**config.mk**
```make
export PLATFORM = sky130hd
export DESIGN_NAME = branch_predictor_flat
export DESIGN_NICKNAME = d
export VERILOG_FILES = /design/src/rtl/branch_predictor_if.sv /design/src/rtl/branch_predictor.sv /design/src/flat_wrapper.sv
export SDC_FILE = /design/constraint.sdc
export NUM_CORES = 1
export LEC_CHECK = 0
export ABC_AREA = 0
export CORE_MARGIN = 10
export CORE_UTILIZATION = 53
export CTS_CLUSTER_DIAMETER = 50
export DETAILED_ROUTE_END_ITERATION = 12
export HOLD_SLACK_MARGIN = 0.06
export PLACE_DENSITY = 0.79
export SYNTH_ARGS = -nofsm -noshare
export SYNTH_HDL_FRONTEND = slang
export SYNTH_SLANG_ARGS = --single-unit
```
**constraint.sdc**
```tcl
create_clock -name clk -period 4.5 [get_ports clk]
set_input_delay 0.45 -clock clk [delete_from_list [all_inputs] [get_ports clk]]
set_output_delay 0.45 -clock clk [all_outputs]
set_load 0.01 [all_outputs]
```
**src/rtl/branch_predictor_if.sv**
```systemverilog
// Fetch/execute bus between the pipeline and the branch predictor.
// The pipeline side is the master; the predictor is the slave.
interface branch_predictor_if;
  logic [63:0] if_pc;
  logic [31:0] if_instr;
  logic        pr_taken;
  logic [12:0] pr_offs;
  logic        ex_br_valid;
  logic [63:0] ex_pc;
  logic        ex_pr_taken;
  logic        ex_br_cond;
  logic [12:0] ex_br_offs;
  logic        stall;
  logic        pr_miss;
  logic [63:0] br_addr;
  logic [31:0] br_cnt;
  logic [31:0] miss_cnt;

  modport master (
    output if_pc, if_instr, ex_br_valid, ex_pc, ex_pr_taken, ex_br_cond,
           ex_br_offs, stall,
    input  pr_taken, pr_offs, pr_miss, br_addr, br_cnt, miss_cnt
  );

  modport slave (
    input  if_pc, if_instr, ex_br_valid, ex_pc, ex_pr_taken, ex_br_cond,
           ex_br_offs, stall,
    output pr_taken, pr_offs, pr_miss, br_addr, br_cnt, miss_cnt
  );
endinterface

```
**src/rtl/branch_predictor.sv**
```systemverilog
// 2-bit saturating-counter BHT predictor: asynchronous lookup at fetch,
// misprediction detect, redirect address and training at execute.
module branch_predictor #(
  parameter int         BHT_IDX_W = 6,
  parameter logic [1:0] CNT_RST   = 2'b01
) (
  input logic               clk,
  input logic               clr_n,
  branch_predictor_if.slave bp
);

  localparam int         BHT_DEPTH  = 1 << BHT_IDX_W;
  localparam logic [6:0] OPC_BRANCH = 7'b1100011;

  logic [1:0]           bht [BHT_DEPTH];
  logic [BHT_IDX_W-1:0] if_idx;
  logic [BHT_IDX_W-1:0] ex_idx;
  logic                 is_branch;
  logic                 train;
  logic [1:0]           ctr_cur;
  logic [1:0]           ctr_nxt;
  logic [63:0]          ex_offs_sext;
  logic [31:0]          br_cnt_q;
  logic [31:0]          miss_cnt_q;

  assign if_idx       = bp.if_pc[BHT_IDX_W+1:2];
  assign ex_idx       = bp.ex_pc[BHT_IDX_W+1:2];
  assign is_branch    = (bp.if_instr[6:0] == OPC_BRANCH);
  assign train        = bp.ex_br_valid & ~bp.stall;
  assign ex_offs_sext = {{51{bp.ex_br_offs[12]}}, bp.ex_br_offs};

  // Bits outside the index / immediate fields are intentionally ignored.
  logic unused_bits;
  assign unused_bits = ^{bp.if_pc[63:BHT_IDX_W+2], bp.if_pc[1:0],
                         bp.if_instr[24:12]};

  // Fetch side: read is combinational, so a same-cycle write is not bypassed.
  assign bp.pr_offs  = {bp.if_instr[31], bp.if_instr[7], bp.if_instr[30:25],
                        bp.if_instr[11:8], 1'b0};
  assign bp.pr_taken = is_branch & bht[if_idx][1];

  // NOTE: every variable assigned in always_comb gets a default first, so no
  // path can leave it unassigned and infer a latch.
  always_comb begin
    ctr_cur = bht[ex_idx];
    ctr_nxt = ctr_cur;
    if (bp.ex_br_cond) begin
      if (ctr_cur != 2'b11) ctr_nxt = ctr_cur + 2'd1;
    end else begin
      if (ctr_cur != 2'b00) ctr_nxt = ctr_cur - 2'd1;
    end
  end

  always_comb begin
    bp.pr_miss = 1'b0;
    bp.br_addr = '0;
    if (bp.ex_br_valid) begin
      bp.pr_miss = (bp.ex_br_cond != bp.ex_pr_taken);
      bp.br_addr = bp.ex_br_cond ? (bp.ex_pc + ex_offs_sext)
                                 : (bp.ex_pc + 64'd4);
    end
  end

  // NOTE: the BHT is a flop array rather than a RAM because it needs both an
  // asynchronous read and a full asynchronous clear to CNT_RST.
  always_ff @(posedge clk or negedge clr_n) begin
    if (!clr_n) begin
      for (int i = 0; i < BHT_DEPTH; i++) bht[i] <= CNT_RST;
    end else if (train) begin
      // NOTE: non-blocking so every reader this cycle sees the pre-edge value.
      bht[ex_idx] <= ctr_nxt;
    end
  end

  always_ff @(posedge clk or negedge clr_n) begin
    if (!clr_n) begin
      br_cnt_q   <= '0;
      miss_cnt_q <= '0;
    end else if (train) begin
      br_cnt_q <= br_cnt_q + 32'd1;
      if (bp.pr_miss) miss_cnt_q <= miss_cnt_q + 32'd1;
    end
  end

  assign bp.br_cnt   = br_cnt_q;
  assign bp.miss_cnt = miss_cnt_q;

endmodule

```
**src/flat_wrapper.sv**
```systemverilog
// flat-port wrapper written by rule: the top's interface ports become plain ports
module branch_predictor_flat 
#(
  parameter int         BHT_IDX_W = 6,
  parameter logic [1:0] CNT_RST   = 2'b01
)
  (clk, clr_n, bp_if_pc, bp_if_instr, bp_ex_br_valid, bp_ex_pc, bp_ex_pr_taken, bp_ex_br_cond, bp_ex_br_offs, bp_stall, bp_pr_taken, bp_pr_offs, bp_pr_miss, bp_br_addr, bp_br_cnt, bp_miss_cnt);
  branch_predictor_if bp_i ();
  input logic clk;
  input logic clr_n;
  input wire logic [$bits(bp_i.if_pc)-1:0] bp_if_pc;
  input wire logic [$bits(bp_i.if_instr)-1:0] bp_if_instr;
  input wire logic [$bits(bp_i.ex_br_valid)-1:0] bp_ex_br_valid;
  input wire logic [$bits(bp_i.ex_pc)-1:0] bp_ex_pc;
  input wire logic [$bits(bp_i.ex_pr_taken)-1:0] bp_ex_pr_taken;
  input wire logic [$bits(bp_i.ex_br_cond)-1:0] bp_ex_br_cond;
  input wire logic [$bits(bp_i.ex_br_offs)-1:0] bp_ex_br_offs;
  input wire logic [$bits(bp_i.stall)-1:0] bp_stall;
  output wire logic [$bits(bp_i.pr_taken)-1:0] bp_pr_taken;
  output wire logic [$bits(bp_i.pr_offs)-1:0] bp_pr_offs;
  output wire logic [$bits(bp_i.pr_miss)-1:0] bp_pr_miss;
  output wire logic [$bits(bp_i.br_addr)-1:0] bp_br_addr;
  output wire logic [$bits(bp_i.br_cnt)-1:0] bp_br_cnt;
  output wire logic [$bits(bp_i.miss_cnt)-1:0] bp_miss_cnt;
  assign bp_i.if_pc = bp_if_pc;
  assign bp_i.if_instr = bp_if_instr;
  assign bp_i.ex_br_valid = bp_ex_br_valid;
  assign bp_i.ex_pc = bp_ex_pc;
  assign bp_i.ex_pr_taken = bp_ex_pr_taken;
  assign bp_i.ex_br_cond = bp_ex_br_cond;
  assign bp_i.ex_br_offs = bp_ex_br_offs;
  assign bp_i.stall = bp_stall;
  assign bp_pr_taken = bp_i.pr_taken;
  assign bp_pr_offs = bp_i.pr_offs;
  assign bp_pr_miss = bp_i.pr_miss;
  assign bp_br_addr = bp_i.br_addr;
  assign bp_br_cnt = bp_i.br_cnt;
  assign bp_miss_cnt = bp_i.miss_cnt;
  branch_predictor #(.BHT_IDX_W(BHT_IDX_W), .CNT_RST(CNT_RST)) u_core (.clk(clk), .clr_n(clr_n), .bp(bp_i));
endmodule
```
Word-level counts from Yosys, hierarchy flattened
Index checks and enable logic that the tools add are counted.
- equality and inequality tests: 3
- $lt $le $gt $ge: 3
- reductions and logical operators: 3
- bitwise gates (word level): 5
- add/subtract/negate cells: 6
- muxes and demuxes: 15
- operator list (cell ; number):
    bitwise mux 128 bit ; 1
    two-way mux 64 bit ; 2
    adder 32 x 1 -> 32 bit (second input constant) ; 2
    adder 64 x 3 -> 64 bit (second input constant) ; 1
    adder 64 bit ; 1
    binary-select mux 2 bit (select 6 bit) ; 2
    two-way mux 2 bit ; 8
    >= comparator 7 bit (second input constant) ; 2
    NOT 6 -> 7 bit ; 2
    demux 2 bit (select 6 bit) ; 1
    == test 7 bit (second input constant) ; 1
    less-than comparator 7 x 1 -> 1 bit (second input constant) ; 1
    adder 2 x 1 -> 2 bit (second input constant) ; 1
    AND 1 bit ; 2
    != test 2 bit (second input constant) ; 1
    AND reduction 2 bit ; 1
    nonzero test 2 bit ; 1
    subtractor 2 x 1 -> 2 bit (second input constant) ; 1
    logical AND 1 bit ; 1
    two-way mux 1 bit ; 1
    != test 1 bit ; 1
    NOT 1 bit ; 1
- output and inout port bits: 143
- logic and storage cells: 101
- bits in registers: 192
- input bits: 179

Depth between registers and ports, before layout
- depth in word-level cells: 8
- mapped depth: 12

Least setup slack after synthesis
OpenSTA, ideal clock, no wires.
- path kind: input port to output port
- from: in bp_if_pc[2]
- to: out bp_pr_taken
- path buffers: 2
- setup slack: 1000 ps
- stages: 6
- arrival time: 3050 ps
- required time: 4050 ps
- cells stage by stage: clkbuf_1 -> buf_1 -> mux4_2 -> mux4_2 -> mux4_2 -> and4_1
- cells in the longest elaborated chain, start to end: 5
- RTL lines (item ; RTL line ; RTL):
    start, declared ; flat_wrapper.sv:11 ; input wire logic [$bits(bp_i.if_pc)-1:0] bp_if_pc;
    NOT 6 -> 7 bit (not written as such) ; branch_predictor.sv:40 ; assign bp.pr_taken = is_branch & bht[if_idx][1];
    binary-select mux 2 bit (select 6 bit) ; branch_predictor.sv:40 ;
    two-way mux 2 bit (not written as such) (2 in a row) ; branch_predictor.sv:40 ;
    AND 1 bit ; branch_predictor.sv:40 ;
    end, declared ; flat_wrapper.sv:19 ; output wire logic [$bits(bp_i.pr_taken)-1:0] bp_pr_taken;
Every way passes these cells. The select of a mux whose other input is x is not followed.

Final worst setup path
- from: in bp_ex_pc[0]
- to: out bp_br_addr[57]
- cells in the longest elaborated chain, start to end: 3
- elaborated cells on any way between the ends: 4
- RTL lines (item ; RTL line ; RTL):
    start, declared ; flat_wrapper.sv:14 ; input wire logic [$bits(bp_i.ex_pc)-1:0] bp_ex_pc;
    adder 64 x 3 -> 64 bit / adder 64 bit (equally long branches) ; branch_predictor.sv:60, branch_predictor.sv:59 ;
    two-way mux 64 bit * ; branch_predictor.sv:59 ; bp.br_addr = bp.ex_br_cond ? (bp.ex_pc + ex_offs_sext)
    two-way mux 64 bit * ; branch_predictor.sv:57 ; if (bp.ex_br_valid) begin
    end, declared ; flat_wrapper.sv:22 ; output wire logic [$bits(bp_i.br_addr)-1:0] bp_br_addr;
Mark *: on every way between the ends. The rest lies on a longest branch, timed or not.

==> parameters.txt <==
Parameter                              Value

Outcome
  Run status    completed

Worst setup path
  Required time worst endpoint    4.05 ns
  Type of element launching the critical path    primary input
  Crit-path max FO    3
  Worst Path Class, Setup    in2out
  Worst EP arrival    3.96 ns
  Slack of the worst reg-to-reg path    ~1.5 ns
  Category of the worst setup path capture point    output port

Final layout
  Commonest non-fill, non-tap cell in the layout    sky130_fd_sc_hd__clkdlybuf4s50_1
  Diodes inserted    0
  Ratio of cells with drive above 1 in the final layout    23.8%
  Core utilization of the finished layout    68.2%
  Synth-to-Final Area Change    26.8%
  Filler instances    around 2200
  Net count of the finished layout    2209
  Highest-count cells in the layout ignoring fill and taps    197 x sky130_fd_sc_hd__clkdlybuf4s50_1, 155 x sky130_fd_sc_hd__nand2_1, 153 x sky130_fd_sc_hd__buf_4, 149 x sky130_fd_sc_hd__nor2_1, 131 x sky130_fd_sc_hd__mux2_2

Routing
  First DRT Iteration DRCs    roughly 1600
  Detail-routed net length per standard cell    21.1 um
  Average vias per placed instance    6.17
  First-pass detailed-route iteration total    5
  Number of antenna-violating nets in the routed design    0
  Routed via count    14600
  WL final    49.7 mm
  Detailed-route DRC error count    0

Yosys
  Number of flops mapped to enable cells by yosys    0
  Number of nets in the synthesized netlist    1917
  Async set-reset flop share out of synthesis    100%
  Cell variety after synth    81
  Share of synthesized area occupied by flip-flops and latches    31.6%
  Mean post-synth cell area    9.26 um^2
  Yosys warning total    0
  Main area contributors after synthesis    sky130_fd_sc_hd__dfrtp_1 21%, sky130_fd_sc_hd__dfstp_2 11%, sky130_fd_sc_hd__mux2_2 9.5%, sky130_fd_sc_hd__xnor2_1 6.8%, sky130_fd_sc_hd__ha_1 5.3%
  Predominant post-synthesis flop cell    sky130_fd_sc_hd__dfrtp_1
  Register bit total from synthesis    192
  Largest area contributor in the netlist    sky130_fd_sc_hd__dfrtp_1
  Synthesized netlist cell count    1671
  Synth Cell Area    0.0155 mm^2
  Area share of the leading cell type in the synthesized netlist    20.7%

Placement
  Number of buffers inserted by port buffering    about 230
  Global placer's final weighted congestion    0.979
  Final HPWL from detailed placement    37.4 mm

Floorplan
  Total Die Area    0.0364 mm^2
  Number of placement rows    62
  Number of primary I/O pins    322
  Height of the die    roughly 190 um
  Horizontal extent of the die    191 um
  Core Region    about 0.029 mm^2
  Initial cell density of the core    53.8%

Global routing
  Wire length of the first global-routing pass    77.9 mm
  Vias in the first global route    14300
  Antenna violations before repair    0
  GRT Residual Overflow    0
  Global router's overall resource usage    26.5%
  Largest net degree at the start of global routing    around 100

STA
  Remaining max-slew budget at the tightest pin    36.8%
  Final setup fails    0
  Peak Freq    227 MHz
  Period utilisation layout    97.9%
  Post-Route Skew    0.0181 ns
  Setup repair after global routing missed its margin    no
  Final total negative setup slack    0 ns
  Final count of hold timing violations    0
  Worst-margin pin slew    approximately 0.94 ns
  Min cycle time layout    4.41 ns
  Final max-slew violation count    0

Run
  Count of maximum capacitance violations    0

Clock network
  TritonCTS buffer count    17
  TritonCTS clock tree    done
  CTS max path bufs    2
  Source-to-sink clock delay at the later pin of the worst-skew pair    0.45 ns
  Root buffer selected by CTS    sky130_fd_sc_hd__clkbuf_16
  Clock-pin slew reported for the worst setup and hold paths after clock tree synthesis    roughly 0.08 ns
  Deepest level of the CTS H-tree    4
  Number of clock sinks seen by CTS    between 150 and 200
  Hold Buf Count CTS    0

Power and ir drop
  Post-layout power    5.32 mW
  Static leakage power    8.55 nW
  Power per Cell Area    271 mW/mm^2
  Worst vdd ir    0.000208 V

Hold path
  Path category of the worst min-delay check    in2async
## Yosys cell counts, types with 7 or more instances
cell / count
sky130_fd_sc_hd__a211oi_1: 39
sky130_fd_sc_hd__a21o_1: 35
sky130_fd_sc_hd__a21oi_1: 105
sky130_fd_sc_hd__a221oi_1: 13
sky130_fd_sc_hd__a22oi_1: 10
sky130_fd_sc_hd__a31oi_1: 9
sky130_fd_sc_hd__and2_1: 14
sky130_fd_sc_hd__and3_1: 29
sky130_fd_sc_hd__and4_1: 17
sky130_fd_sc_hd__buf_2: 13
sky130_fd_sc_hd__buf_4: 15
sky130_fd_sc_hd__buf_6: 16
sky130_fd_sc_hd__clkbuf_1: 62
sky130_fd_sc_hd__dfrtp_1: 128
sky130_fd_sc_hd__dfstp_2: 64
sky130_fd_sc_hd__ha_1: 66
sky130_fd_sc_hd__inv_1: 27
sky130_fd_sc_hd__mux2_2: 131
sky130_fd_sc_hd__mux2i_1: 22
sky130_fd_sc_hd__mux4_2: 29
sky130_fd_sc_hd__nand2_1: 155
sky130_fd_sc_hd__nand2b_1: 9
sky130_fd_sc_hd__nand3_1: 67
sky130_fd_sc_hd__nand4_1: 43
sky130_fd_sc_hd__nor2_1: 150
sky130_fd_sc_hd__nor2b_1: 11
sky130_fd_sc_hd__nor3_1: 16
sky130_fd_sc_hd__o211ai_1: 11
sky130_fd_sc_hd__o21a_1: 8
sky130_fd_sc_hd__o21ai_0: 50
sky130_fd_sc_hd__o21bai_1: 7
sky130_fd_sc_hd__o22ai_1: 14
sky130_fd_sc_hd__or2_2: 7
sky130_fd_sc_hd__xnor2_1: 120
sky130_fd_sc_hd__xor2_1: 53
## what timing repair did
action	in CTS	in global routing
endpoints found under the setup margin	20	27
pin swaps	3	6
endpoints found under the hold margin	0	0
buffers inserted	0	1
resized for setup	21	38
## cell families (layout without fill, tap and decap cells)
family | Yosys count | after routing | synth area share, %
xor gates and xnor gates | 173 | 173 | 9.79
muxes | 193 | 193 | 16.1
other | 1 | 1 | 0.0242
adders and majority gates | 69 | 69 | 5.64
and+or+nand+nor | 555 | 555 | 17.4
buffers and inverters | 135 | 440 | 4.52
DFF | 192 | 192 | 31.6
AOI/OAI and AO/OA | 353 | 353 | 15.0
## metal layers
layer / global-route usage (%) / up-vias / part of all wire, %
met5: 0 / - / 0
li1: - / 6676 / -
met3: 4.96 / 121 / 8.1
met4: 8.57 / 0 / 2.9
met1: 34.1 / 7096 / 41
met2: 44.1 / 677 / 48
## critical path, stage by stage
cell and delay, ns:
sky130_fd_sc_hd__clkdlybuf4s50_1 0.43, sky130_fd_sc_hd__ha_1 0.22, sky130_fd_sc_hd__buf_4 0.14, sky130_fd_sc_hd__a211oi_1 0.28, sky130_fd_sc_hd__o21ai_1 0.17, sky130_fd_sc_hd__o211a_1 0.30
sky130_fd_sc_hd__o2111ai_1 0.29, sky130_fd_sc_hd__o41a_1 0.25, sky130_fd_sc_hd__a21oi_2 0.10, sky130_fd_sc_hd__a31oi_2 0.20, sky130_fd_sc_hd__buf_4 0.16, sky130_fd_sc_hd__o21bai_1 0.09
sky130_fd_sc_hd__xnor2_1 0.14, sky130_fd_sc_hd__a21oi_1 0.16, sky130_fd_sc_hd__clkdlybuf4s50_1 0.56
## sequential cells by signal (all words and copies together) (netlist names)
register and cells:
u_core.bp.miss_cnt 32, u_core.bht 128, u_core.bp.br_cnt 32
## final cells by class
| type | count | area, um^2 | share of cell area (%) |
|---|---|---|---|
| Clock buffer | 17 | 425 | 2.17 |
| Tap cell | 384 | 480 | 2.45 |
| Multi-Input combinational cell | 1344 | 10000 | 51.2 |
| Timing Repair Buffer | 381 | 3450 | 17.6 |
| Clock inverter | 15 | 224 | 1.14 |
| Inverter | 27 | 101 | 0.517 |
| Sequential cell | 192 | 4880 | 24.9 |
## path summary, 6_finish.rpt
| path | start | endpoint | depth (start not counted) |
|---|---|---|---|
| setup / recovery | bp_ex_pc[0] | bp_br_addr[57] | 15 |
| min in group clk | u_core.bp.br_cnt[31] | u_core.bp.br_cnt[31] | 1 |
| hold / removal | clr_n | u_core.bp.br_cnt[25] | 1 |
| max in group asynchronous | clr_n | u_core.bht[120] | 2 |
| hold reg to reg | u_core.bp.br_cnt[31] | u_core.bp.br_cnt[31] | 1 |
| setup reg to reg | u_core.bht[57] | u_core.bht[83] | 9 |
## power by group
part | total (mW) | switching, mW | internal (mW)
registers | 1.99 | 0.107 | 1.88
logic | 1.69 | 0.882 | 0.807
clock network | 1.64 | 0.812 | 0.827
total | 5.32 | 1.80 | 3.52
## per-stage QoR
step	std cells	setup slack (ns)	cell area (um^2)	hold WS (ns)
final	2360	0.0933	19600	0.0943
after global routing	2360	0.00372	19600	0.155
after CTS	2359	0.00529	19500	0.140
after detailed placement	2327	-0.251	18800	0.469
after global placement	2327	-0.240	18800	0.460
after floorplan	1671	1.00	15500	0.154
No activity file was read; power rests on OpenSTA's default activity.
